<file path="config.mk">
export PLATFORM = sky130hd
export DESIGN_NAME = decode_cycle
export DESIGN_NICKNAME = d
export VERILOG_FILES = /design/src/rtl/decode_cycle_pkg.sv /design/src/rtl/register_file.sv /design/src/rtl/decode_cycle.sv
export SDC_FILE = /design/constraint.sdc
export NUM_CORES = 2
export LEC_CHECK = 0
export BUFFER_PORTS_ARGS = -buffer_cell sky130_fd_sc_hd__buf_4
export CAP_MARGIN = 20
export CORE_UTILIZATION = 40
export CTS_BUF_LIST = sky130_fd_sc_hd__clkbuf_4 sky130_fd_sc_hd__clkbuf_8 sky130_fd_sc_hd__clkbuf_16
export CTS_CLUSTER_SIZE = 14
export DETAILED_ROUTE_END_ITERATION = 8
export RECOVER_POWER = 50
export SKIP_LAST_GASP = 1
export SLEW_MARGIN = 20
export SYNTH_ARGS = -nofsm -noshare
export SYNTH_HDL_FRONTEND = slang
export SYNTH_SLANG_ARGS = --single-unit
</file>
<file path="constraint.sdc">
create_clock -name clk -period 6.5 [get_ports clk]
set_input_delay 0.975 -clock clk [delete_from_list [all_inputs] [get_ports clk]]
set_output_delay 0.975 -clock clk [all_outputs]
set_load 0.03 [all_outputs]
</file>
<file path="src/rtl/decode_cycle_pkg.sv">
// Shared encodings and helpers for the RV32I decode stage.
// Holds the ID/EX payload layout and the immediate and ALU-op decode helpers.
package decode_cycle_pkg;

    localparam int unsigned XLEN   = 32;
    localparam int unsigned NREGS  = 32;
    localparam int unsigned REG_AW = 5;

    localparam logic [6:0] OP_LOAD   = 7'b0000011;
    localparam logic [6:0] OP_IALU   = 7'b0010011;
    localparam logic [6:0] OP_AUIPC  = 7'b0010111;
    localparam logic [6:0] OP_STORE  = 7'b0100011;
    localparam logic [6:0] OP_RALU   = 7'b0110011;
    localparam logic [6:0] OP_LUI    = 7'b0110111;
    localparam logic [6:0] OP_BRANCH = 7'b1100011;
    localparam logic [6:0] OP_JALR   = 7'b1100111;
    localparam logic [6:0] OP_JAL    = 7'b1101111;

    typedef enum logic [3:0] {
        ALU_ADD   = 4'h0,
        ALU_SUB   = 4'h1,
        ALU_AND   = 4'h2,
        ALU_OR    = 4'h3,
        ALU_XOR   = 4'h4,
        ALU_SLL   = 4'h5,
        ALU_SRL   = 4'h6,
        ALU_SRA   = 4'h7,
        ALU_SLT   = 4'h8,
        ALU_SLTU  = 4'h9,
        ALU_PASSB = 4'hA
    } aluOp_t;

    typedef enum logic [1:0] {
        RES_ALU = 2'b00,
        RES_MEM = 2'b01,
        RES_PC4 = 2'b10
    } resultSrc_t;

    typedef enum logic [2:0] {
        IMM_NONE,
        IMM_I,
        IMM_S,
        IMM_B,
        IMM_U,
        IMM_J
    } immSel_t;

    typedef struct packed {
        logic       regWrite;
        logic       memWrite;
        logic       memRead;
        logic       branch;
        logic       jtype;
        logic       aluSrcA;
        logic       aluSrcB;
        resultSrc_t resultSrc;
        aluOp_t     aluControl;
    } ctrl_t;

    typedef struct packed {
        ctrl_t             ctrl;
        logic [XLEN-1:0]   rd1;
        logic [XLEN-1:0]   rd2;
        logic [XLEN-1:0]   immExt;
        logic [XLEN-1:0]   pc;
        logic [REG_AW-1:0] rs1;
        logic [REG_AW-1:0] rs2;
        logic [REG_AW-1:0] rd;
        logic [2:0]        funct3;
    } idEx_t;

    // Sign-extended immediate for the selected instruction format.
    function automatic logic [XLEN-1:0] immExtend(input logic [31:0] instr, input immSel_t sel);
        logic [XLEN-1:0] imm;
        imm = '0;
        case (sel)
            IMM_I:   imm = {{20{instr[31]}}, instr[31:20]};
            IMM_S:   imm = {{20{instr[31]}}, instr[31:25], instr[11:7]};
            IMM_B:   imm = {{19{instr[31]}}, instr[31], instr[7], instr[30:25], instr[11:8], 1'b0};
            IMM_U:   imm = {instr[31:12], 12'b0};
            IMM_J:   imm = {{11{instr[31]}}, instr[31], instr[19:12], instr[20], instr[30:21], 1'b0};
            default: imm = '0;
        endcase
        return imm;
    endfunction

    // funct7[5] only selects SUB for register-register ops; shifts use it in both forms.
    function automatic aluOp_t aluDecode(input logic [2:0] funct3, input logic funct7b5,
                                         input logic isRType);
        aluOp_t op;
        op = ALU_ADD;
        case (funct3)
            3'd0: op = (isRType && funct7b5) ? ALU_SUB : ALU_ADD;
            3'd1: op = ALU_SLL;
            3'd2: op = ALU_SLT;
            3'd3: op = ALU_SLTU;
            3'd4: op = ALU_XOR;
            3'd5: op = funct7b5 ? ALU_SRA : ALU_SRL;
            3'd6: op = ALU_OR;
            3'd7: op = ALU_AND;
            default: op = ALU_ADD;
        endcase
        return op;
    endfunction

endpackage

</file>
<file path="src/rtl/register_file.sv">
// 32x32 register file: two combinational read ports, one synchronous write port.
// Reads of the register being written this cycle see the incoming data; x0 reads as zero.
module register_file
    import decode_cycle_pkg::*;
(
    input  logic              clk,
    input  logic              reset,
    input  logic [REG_AW-1:0] readAddr1,
    input  logic [REG_AW-1:0] readAddr2,
    input  logic              writeEn,
    input  logic [REG_AW-1:0] writeAddr,
    input  logic [XLEN-1:0]   writeData,
    output logic [XLEN-1:0]   readData1_c,
    output logic [XLEN-1:0]   readData2_c
);

    logic [XLEN-1:0] regs [NREGS];

    always_ff @(posedge clk) begin
        if (reset) begin
            for (int i = 0; i < int'(NREGS); i++) begin
                regs[i] <= '0;
            end
        end else if (writeEn && writeAddr != '0) begin
            regs[writeAddr] <= writeData;
        end
    end

    assign readData1_c = (readAddr1 == '0)                     ? '0        :
                         (writeEn && writeAddr == readAddr1)   ? writeData :
                                                                 regs[readAddr1];
    assign readData2_c = (readAddr2 == '0)                     ? '0        :
                         (writeEn && writeAddr == readAddr2)   ? writeData :
                                                                 regs[readAddr2];

endmodule

</file>
<file path="src/rtl/decode_cycle.sv">
// RV32I decode stage: instruction decode, register read, immediate generation
// and the ID/EX pipeline register feeding execute.
module decode_cycle
    import decode_cycle_pkg::*;
(
    input  logic              clk,
    input  logic              reset,
    input  logic [31:0]       InstrD,
    input  logic [XLEN-1:0]   PCD,
    input  logic              RegWriteW,
    input  logic [REG_AW-1:0] RdW,
    input  logic [XLEN-1:0]   ResultW,
    input  logic              FlushE,
    input  logic              StallE,
    output logic [XLEN-1:0]   RD1E,
    output logic [XLEN-1:0]   RD2E,
    output logic [XLEN-1:0]   ImmExtE,
    output logic [XLEN-1:0]   PCE,
    output logic [REG_AW-1:0] Rs1E,
    output logic [REG_AW-1:0] Rs2E,
    output logic [REG_AW-1:0] RdE,
    output logic [2:0]        Funct3E,
    output logic [3:0]        ALUControlE,
    output logic              ALUSrcAE,
    output logic              ALUSrcBE,
    output logic [1:0]        ResultSrcE,
    output logic              RegWriteE,
    output logic              MemWriteE,
    output logic              MemReadE,
    output logic              BranchE,
    output logic              JtypeE
);

    logic [6:0]      opcode;
    logic [2:0]      funct3;
    logic            funct7b5;
    logic [XLEN-1:0] rd1_c;
    logic [XLEN-1:0] rd2_c;
    ctrl_t           ctrl;
    immSel_t         immSel;
    idEx_t           idExNext;
    idEx_t           idEx;

    assign opcode   = InstrD[6:0];
    assign funct3   = InstrD[14:12];
    assign funct7b5 = InstrD[30];

    register_file uRegFile (
        .clk         (clk),
        .reset       (reset),
        .readAddr1   (InstrD[19:15]),
        .readAddr2   (InstrD[24:20]),
        .writeEn     (RegWriteW),
        .writeAddr   (RdW),
        .writeData   (ResultW),
        .readData1_c (rd1_c),
        .readData2_c (rd2_c)
    );

    // Main decoder; unrecognised opcodes (including all-zero) leave bubble controls.
    always_comb begin
        ctrl   = '0;
        immSel = IMM_NONE;
        case (opcode)
            OP_RALU: begin
                ctrl.regWrite   = 1'b1;
                ctrl.aluControl = aluDecode(funct3, funct7b5, 1'b1);
            end
            OP_IALU: begin
                ctrl.regWrite   = 1'b1;
                ctrl.aluSrcB    = 1'b1;
                ctrl.aluControl = aluDecode(funct3, funct7b5, 1'b0);
                immSel          = IMM_I;
            end
            OP_LOAD: begin
                ctrl.regWrite  = 1'b1;
                ctrl.memRead   = 1'b1;
                ctrl.aluSrcB   = 1'b1;
                ctrl.resultSrc = RES_MEM;
                immSel         = IMM_I;
            end
            OP_STORE: begin
                ctrl.memWrite = 1'b1;
                ctrl.aluSrcB  = 1'b1;
                immSel        = IMM_S;
            end
            OP_BRANCH: begin
                ctrl.branch     = 1'b1;
                ctrl.aluControl = ALU_SUB;
                immSel          = IMM_B;
            end
            OP_JAL: begin
                ctrl.regWrite  = 1'b1;
                ctrl.jtype     = 1'b1;
                ctrl.aluSrcA   = 1'b1;
                ctrl.aluSrcB   = 1'b1;
                ctrl.resultSrc = RES_PC4;
                immSel         = IMM_J;
            end
            OP_JALR: begin
                ctrl.regWrite  = 1'b1;
                ctrl.jtype     = 1'b1;
                ctrl.aluSrcB   = 1'b1;
                ctrl.resultSrc = RES_PC4;
                immSel         = IMM_I;
            end
            OP_LUI: begin
                ctrl.regWrite   = 1'b1;
                ctrl.aluSrcB    = 1'b1;
                ctrl.aluControl = ALU_PASSB;
                immSel          = IMM_U;
            end
            OP_AUIPC: begin
                ctrl.regWrite = 1'b1;
                ctrl.aluSrcA  = 1'b1;
                ctrl.aluSrcB  = 1'b1;
                immSel        = IMM_U;
            end
            default: begin
                ctrl   = '0;
                immSel = IMM_NONE;
            end
        endcase
    end

    always_comb begin
        idExNext        = '0;
        idExNext.ctrl   = ctrl;
        idExNext.rd1    = rd1_c;
        idExNext.rd2    = rd2_c;
        idExNext.immExt = immExtend(InstrD, immSel);
        idExNext.pc     = PCD;
        idExNext.rs1    = InstrD[19:15];
        idExNext.rs2    = InstrD[24:20];
        idExNext.rd     = InstrD[11:7];
        idExNext.funct3 = funct3;
    end

    // ID/EX register: a flush loads an all-zero bubble and overrides a stall.
    always_ff @(posedge clk) begin
        if (reset || FlushE) begin
            idEx <= '0;
        end else if (!StallE) begin
            idEx <= idExNext;
        end
    end

    assign RD1E        = idEx.rd1;
    assign RD2E        = idEx.rd2;
    assign ImmExtE     = idEx.immExt;
    assign PCE         = idEx.pc;
    assign Rs1E        = idEx.rs1;
    assign Rs2E        = idEx.rs2;
    assign RdE         = idEx.rd;
    assign Funct3E     = idEx.funct3;
    assign ALUControlE = idEx.ctrl.aluControl;
    assign ALUSrcAE    = idEx.ctrl.aluSrcA;
    assign ALUSrcBE    = idEx.ctrl.aluSrcB;
    assign ResultSrcE  = idEx.ctrl.resultSrc;
    assign RegWriteE   = idEx.ctrl.regWrite;
    assign MemWriteE   = idEx.ctrl.memWrite;
    assign MemReadE    = idEx.ctrl.memRead;
    assign BranchE     = idEx.ctrl.branch;
    assign JtypeE      = idEx.ctrl.jtype;

endmodule

</file>
# Word level (Yosys, flattened, before mapping)
# Memory sizes are Yosys's and may differ from the RTL's.
# Cells that the tools add are included.
# W data, S select, Z words.
# totals
elab_cells,83
reg_bits,159
mem_bits_ro,0
memories,1
ram_bits,1024
inputBits,106
latch_bits,0
output_inout_bits,159
# op_classes
bitwise,0
n_reduce_logical,15
muxes,27
shifts,0
order_cmp,0
div_mod_pow,0
n_eq_ne,23
add_sub_neg,0
n_mul,0
# memory_table
memory,depth,width,read_ports,rd_ports_with_merged_regs,wr,line_no,text
uRegFile.regs,32,32,2,0,32,register_file.sv:17,logic [XLEN-1:0] regs [NREGS];
# ops
op,n
$mux W32,5
$pmux W32 S5,1
$pmux W4 S8,2
$reduce_or A32 Y1,1
$eq A7 B6 Y1 const B,3
$eq A7 B7 Y1 const B,3
$eq A3 B3 Y1 const B,6
$pmux W4 S4,1
$mux W1,15
$pmux W3 S5,1
$eq A7 B5 Y1 const B,2
$reduce_or A7 Y1,2
$eq A3 B2 Y1 const B,4
$eq A5 B5 Y1,2
$logic_not A5 Y1,2
$eq A7 B2 Y1 const B,1
$eq A3 B1 Y1 const B,2
$reduce_or A2 Y1,3
$mux W5,1
$reduce_bool A5 Y1,1
$pmux W2 S2,1
$logic_and A1 B1 Y1,3
$logic_not A3 Y1,1
$reduce_or A3 Y1,1
$logic_or A1 B1 Y1,1

# Depth between registers and ports, before layout
# logic_depth
depth_word,7
depth_mapped,9
depth_no_buf,5

# Modules after synthesis
# A second synthesis with hierarchy kept.
# unflattened
hier_cells,4454
hier_area_um2,61290.0
# by_module_without_submodules
mod,n_inst,area_per_inst_um2,seq_area_each_um2,cells_per_inst
register_file,1,55185.4,30749.5,3830
decode_cycle,1,6104.6,3163.0,624

# Worst setup path after synthesis
# No wires, ideal clock.
# synth_path
kind,input-to-reg
from,input port RdW[2]
to,"memory uRegFile.regs[16][0], enable pin"
path_buffers,2
stages,6
arrival_time_ps,2486
setup_time_ps,330
path_slack_ps,3685
required_time_ps,6170
cell_sequence,buf_2 or3_1 nand4bb_1 clkbuf_1 nor2_1 or2_2
# synth_rtl
item,line_no,text
from (decl),decode_cycle.sv:11,"input logic [REG_AW-1:0] RdW,"
to (decl),register_file.sv:17,

==> run metrics <==
run status complete, but fails checks; failing checks max-capacitance violations, max-slew violations; worst path required time about 7.1 ns; Hold Violations, Final 0; CP endpoint kind flop; # clock sinks ~1.2k; setup TNS 0 ns; share of post-route cells with drive strength above 1 15.0%; Final Wtd Congestion 0.864; Starting Density 40.5%; Slew Limit Fails between 800 and 900; unrepaired setup endpoints after global routing false; Num CTS Buffers between 100 and 150; CP arrival 5.71 ns; crit path kind primary input to flop; reg2reg end RD2E[3]$_SDFFE_PP0N_; clk buf depth 3; Top FF cell, synth edfxtp_1; Comb pwr share 9.8%; fin nets between 4k and 5k; Net Sw Power 4.65 mW; core area 0.148 mm2; Syn. warnings 0; 1st-iter DRT viols about 5.4k; Die Span X between 300 and 400 um; Hold Path Cell Cnt 3; Synth Cell Area 0.0600 mm2; PD cells 276 mW/mm2; initial antenna violation count 17; Worst-Margin Slew 3.56 ns; Endpoint, Worst Hold PCE[20]$_SDFFE_PP0N_; TritonCTS clock tree built; chip height 389 um; flop-to-flop setup slack 4.74 ns; Post-CTS Resized 0; post-synthesis cell type count 66; Synth-to-Final Area Change 13.0%; Setup Viol. Count Final 0; HP Class primary input to flop; vias in the first global route 40.1k; Hold Startpoint PCD[20]; Antenna Nets Post-Route 0; CTS HTree Levels 4; Syn Area/Cell around 13 um2; Startpoint Class primary input; Placement Rows 141; detailed placement HPWL 132,000 um; gr ovfl total 0; via/cell ratio 6.18; gr usage total between 20 and 30%; P_int 14.1 mW; clock skew 0.0266 ns; WHS 0.431 ns; Post-synth EDFFs 1,024; Die Area 0.152 mm2; Final Routed Wirelength 223,000 um; Clk pwr share 42.9%; sequential area share after synthesis 56.5%; Flop pwr share 47.3%; Port Buffers ~260; crit path time final between 5 and 6 ns; worst IR drop on VDD between 200 and 250 uV; fill count approximately 13k; FF-to-FF path depth 5; commonest non-fill, non-tap cell in the layout edfxtp_1; Critical Path Start reset; Rel. slew slack -137%; Sw Ratio 24.8%; worst-path fanout max 32; # IOs 265; Pleak 24.4 nW; Skew-Pair Late Insertion Delay 0.79 ns; Detailed Routing Iterations Pass 1 5; DR WL/cell ~33 um; via count a little over 40k; FF+latch count, synth 1,182; DRC Markers 0; RR Startpoint uRegFile.regs[13][3]$_SDFFCE_PN0P_; Syn Inst Count 4,490; fmax 197 MHz; Post-CTS Setup Bufs 0; largest net degree at the start of global routing between 100 and 150; clk slew on worst S/H paths 0.06 ns; Root Driver clkbuf_16; period utilization 78.1%; commonest non-fill, non-tap cells in the layout edfxtp_1, and2_1, mux2i_1; FFs w/ async S/R, synth 0%; # hold bufs at CTS 0; total of max-cap violations 27; global-route wire length before repair between 300,000 and 400,000 um
==> worst max-delay path, cell delays in order <==
cell,delay [ns]
clkbuf_1,0.51
nor2b_1,0.47
nand3_1,0.60
nor2_4,0.24
clkbuf_1,2.49
and2_1,0.34
==> per-stage QoR <==
stage / std cells / area (um2) / util, % / worst slack, ns / total power, mW
2_1_floorplan: 4521 / 60100 / - / 3.68 / 10.1
3_3_place_gp: 6412 / 63800 / 43.0 / 2.08 / 10.8
3_5_place_dp: 6412 / 63800 / 43.0 / 2.01 / 10.9
4_1_cts: 6662 / 68400 / 46.1 / 2.84 / 18.8
5_1_grt: 6666 / 67800 / 45.7 / 1.36 / 19.2
6_report: 6676 / 67800 / 45.7 / 1.43 / 18.7
==> worst max-delay path by stage <==
| stage | end | slack [ns] |
|---|---|---|
| 3_3_place_gp | uRegFile.regs[8][2]$_SDFFCE_PN0P_ | 2.08 |
| 5_1_grt | uRegFile.regs[25][12]$_SDFFCE_PN0P_ | 1.36 |
| 3_5_place_dp | uRegFile.regs[8][2]$_SDFFCE_PN0P_ | 2.01 |
| 6_report | uRegFile.regs[3][26]$_SDFFCE_PN0P_ | 1.43 |
| 2_1_floorplan | uRegFile.regs[16][0]$_SDFFCE_PN0P_ | 3.68 |
| 4_1_cts | uRegFile.regs[8][19]$_SDFFCE_PN0P_ | 2.84 |
==> Yosys cell counts, types with 3 or more instances <==
cell | instances | share of area, %
a211oi_1 | 3 | 0.038
a21oi_1 | 11 | 0.092
a221o_1 | 75 | 1.3
a221oi_1 | 4 | 0.058
a22oi_1 | 332 | 4.2
a31oi_1 | 4 | 0.042
and2_1 | 994 | 10
and4b_1 | 6 | 0.10
and4bb_2 | 3 | 0.063
buf_1 | 11 | 0.069
buf_2 | 150 | 1.3
buf_4 | 25 | 0.31
clkbuf_1 | 279 | 1.7
dfxtp_1 | 158 | 5.3
edfxtp_1 | 1024 | 51
inv_1 | 6 | 0.038
mux2i_1 | 689 | 11
mux4_2 | 193 | 7.2
nand2_1 | 21 | 0.13
nand3_1 | 12 | 0.10
nand3b_1 | 8 | 0.10
nand4_1 | 64 | 0.67
nor2_1 | 144 | 0.90
nor3_1 | 3 | 0.025
nor4_1 | 64 | 0.67
nor4bb_1 | 6 | 0.10
o211ai_1 | 33 | 0.41
o21ai_0 | 13 | 0.11
o22ai_1 | 65 | 0.68
or2_2 | 32 | 0.33
or3_1 | 5 | 0.052
xor2_1 | 8 | 0.12
==> power by group through the flow <==
stage | Sequential (mW) | Clock [mW] | Combinational, mW
after floorplan | 8.99 | 0 | 1.07
after global placement | 9.00 | 0 | 1.82
after detailed placement | 9.02 | 0 | 1.83
after CTS | 8.86 | 8.09 | 1.84
after global routing | 8.91 | 8.37 | 1.89
final | 8.87 | 8.04 | 1.83
==> sequential cells by signal (all words and copies together) (netlist names) <==
name	cells
BranchE	1
ImmExtE	32
RdE	5
uRegFile.regs	1024
ALUSrcBE	1
Rs2E	5
ResultSrcE	2
ALUSrcAE	1
Funct3E	3
JtypeE	1
RD1E	32
RegWriteE	1
Rs1E	5
ALUControlE	4
RD2E	32
MemWriteE	1
PCE	32
==> cell families after synthesis <==
kind of cell / after synthesis / share of synthesized area [%]
buf+inv: 474 / 3.46
mux: 882 / 18.7
compound gates: 557 / 7.16
xor+xnor: 10 / 0.146
other cells: 1 / 0.00625
simple gates: 1384 / 14.0
flops: 1182 / 56.5
==> metal layers <==
layer | global-route usage, % | share of wire (%)
met1 | 39.1 | 40
met2 | 45.1 | 46
met3 | 6.17 | 9.5
met4 | 12.4 | 4.5
met5 | 0 | 0.024
==> layout make-up <==
| type | instances | area (um2) | area share (%) |
|---|---|---|---|
| Antenna cell | 11 | 27.5 | 0.0406 |
| Tap cell | 2002 | 2500 | 3.69 |
| Clock buffer | 199 | 4090 | 6.02 |
| Multi-Input combinational cell | 2865 | 24500 | 36.2 |
| Clock inverter | 51 | 569 | 0.839 |
| Timing Repair Buffer | 360 | 2180 | 3.21 |
| Sequential cell | 1182 | 33900 | 50.0 |
| Inverter | 6 | 22.5 | 0.0332 |
Power figures use the tool's default switching activity.
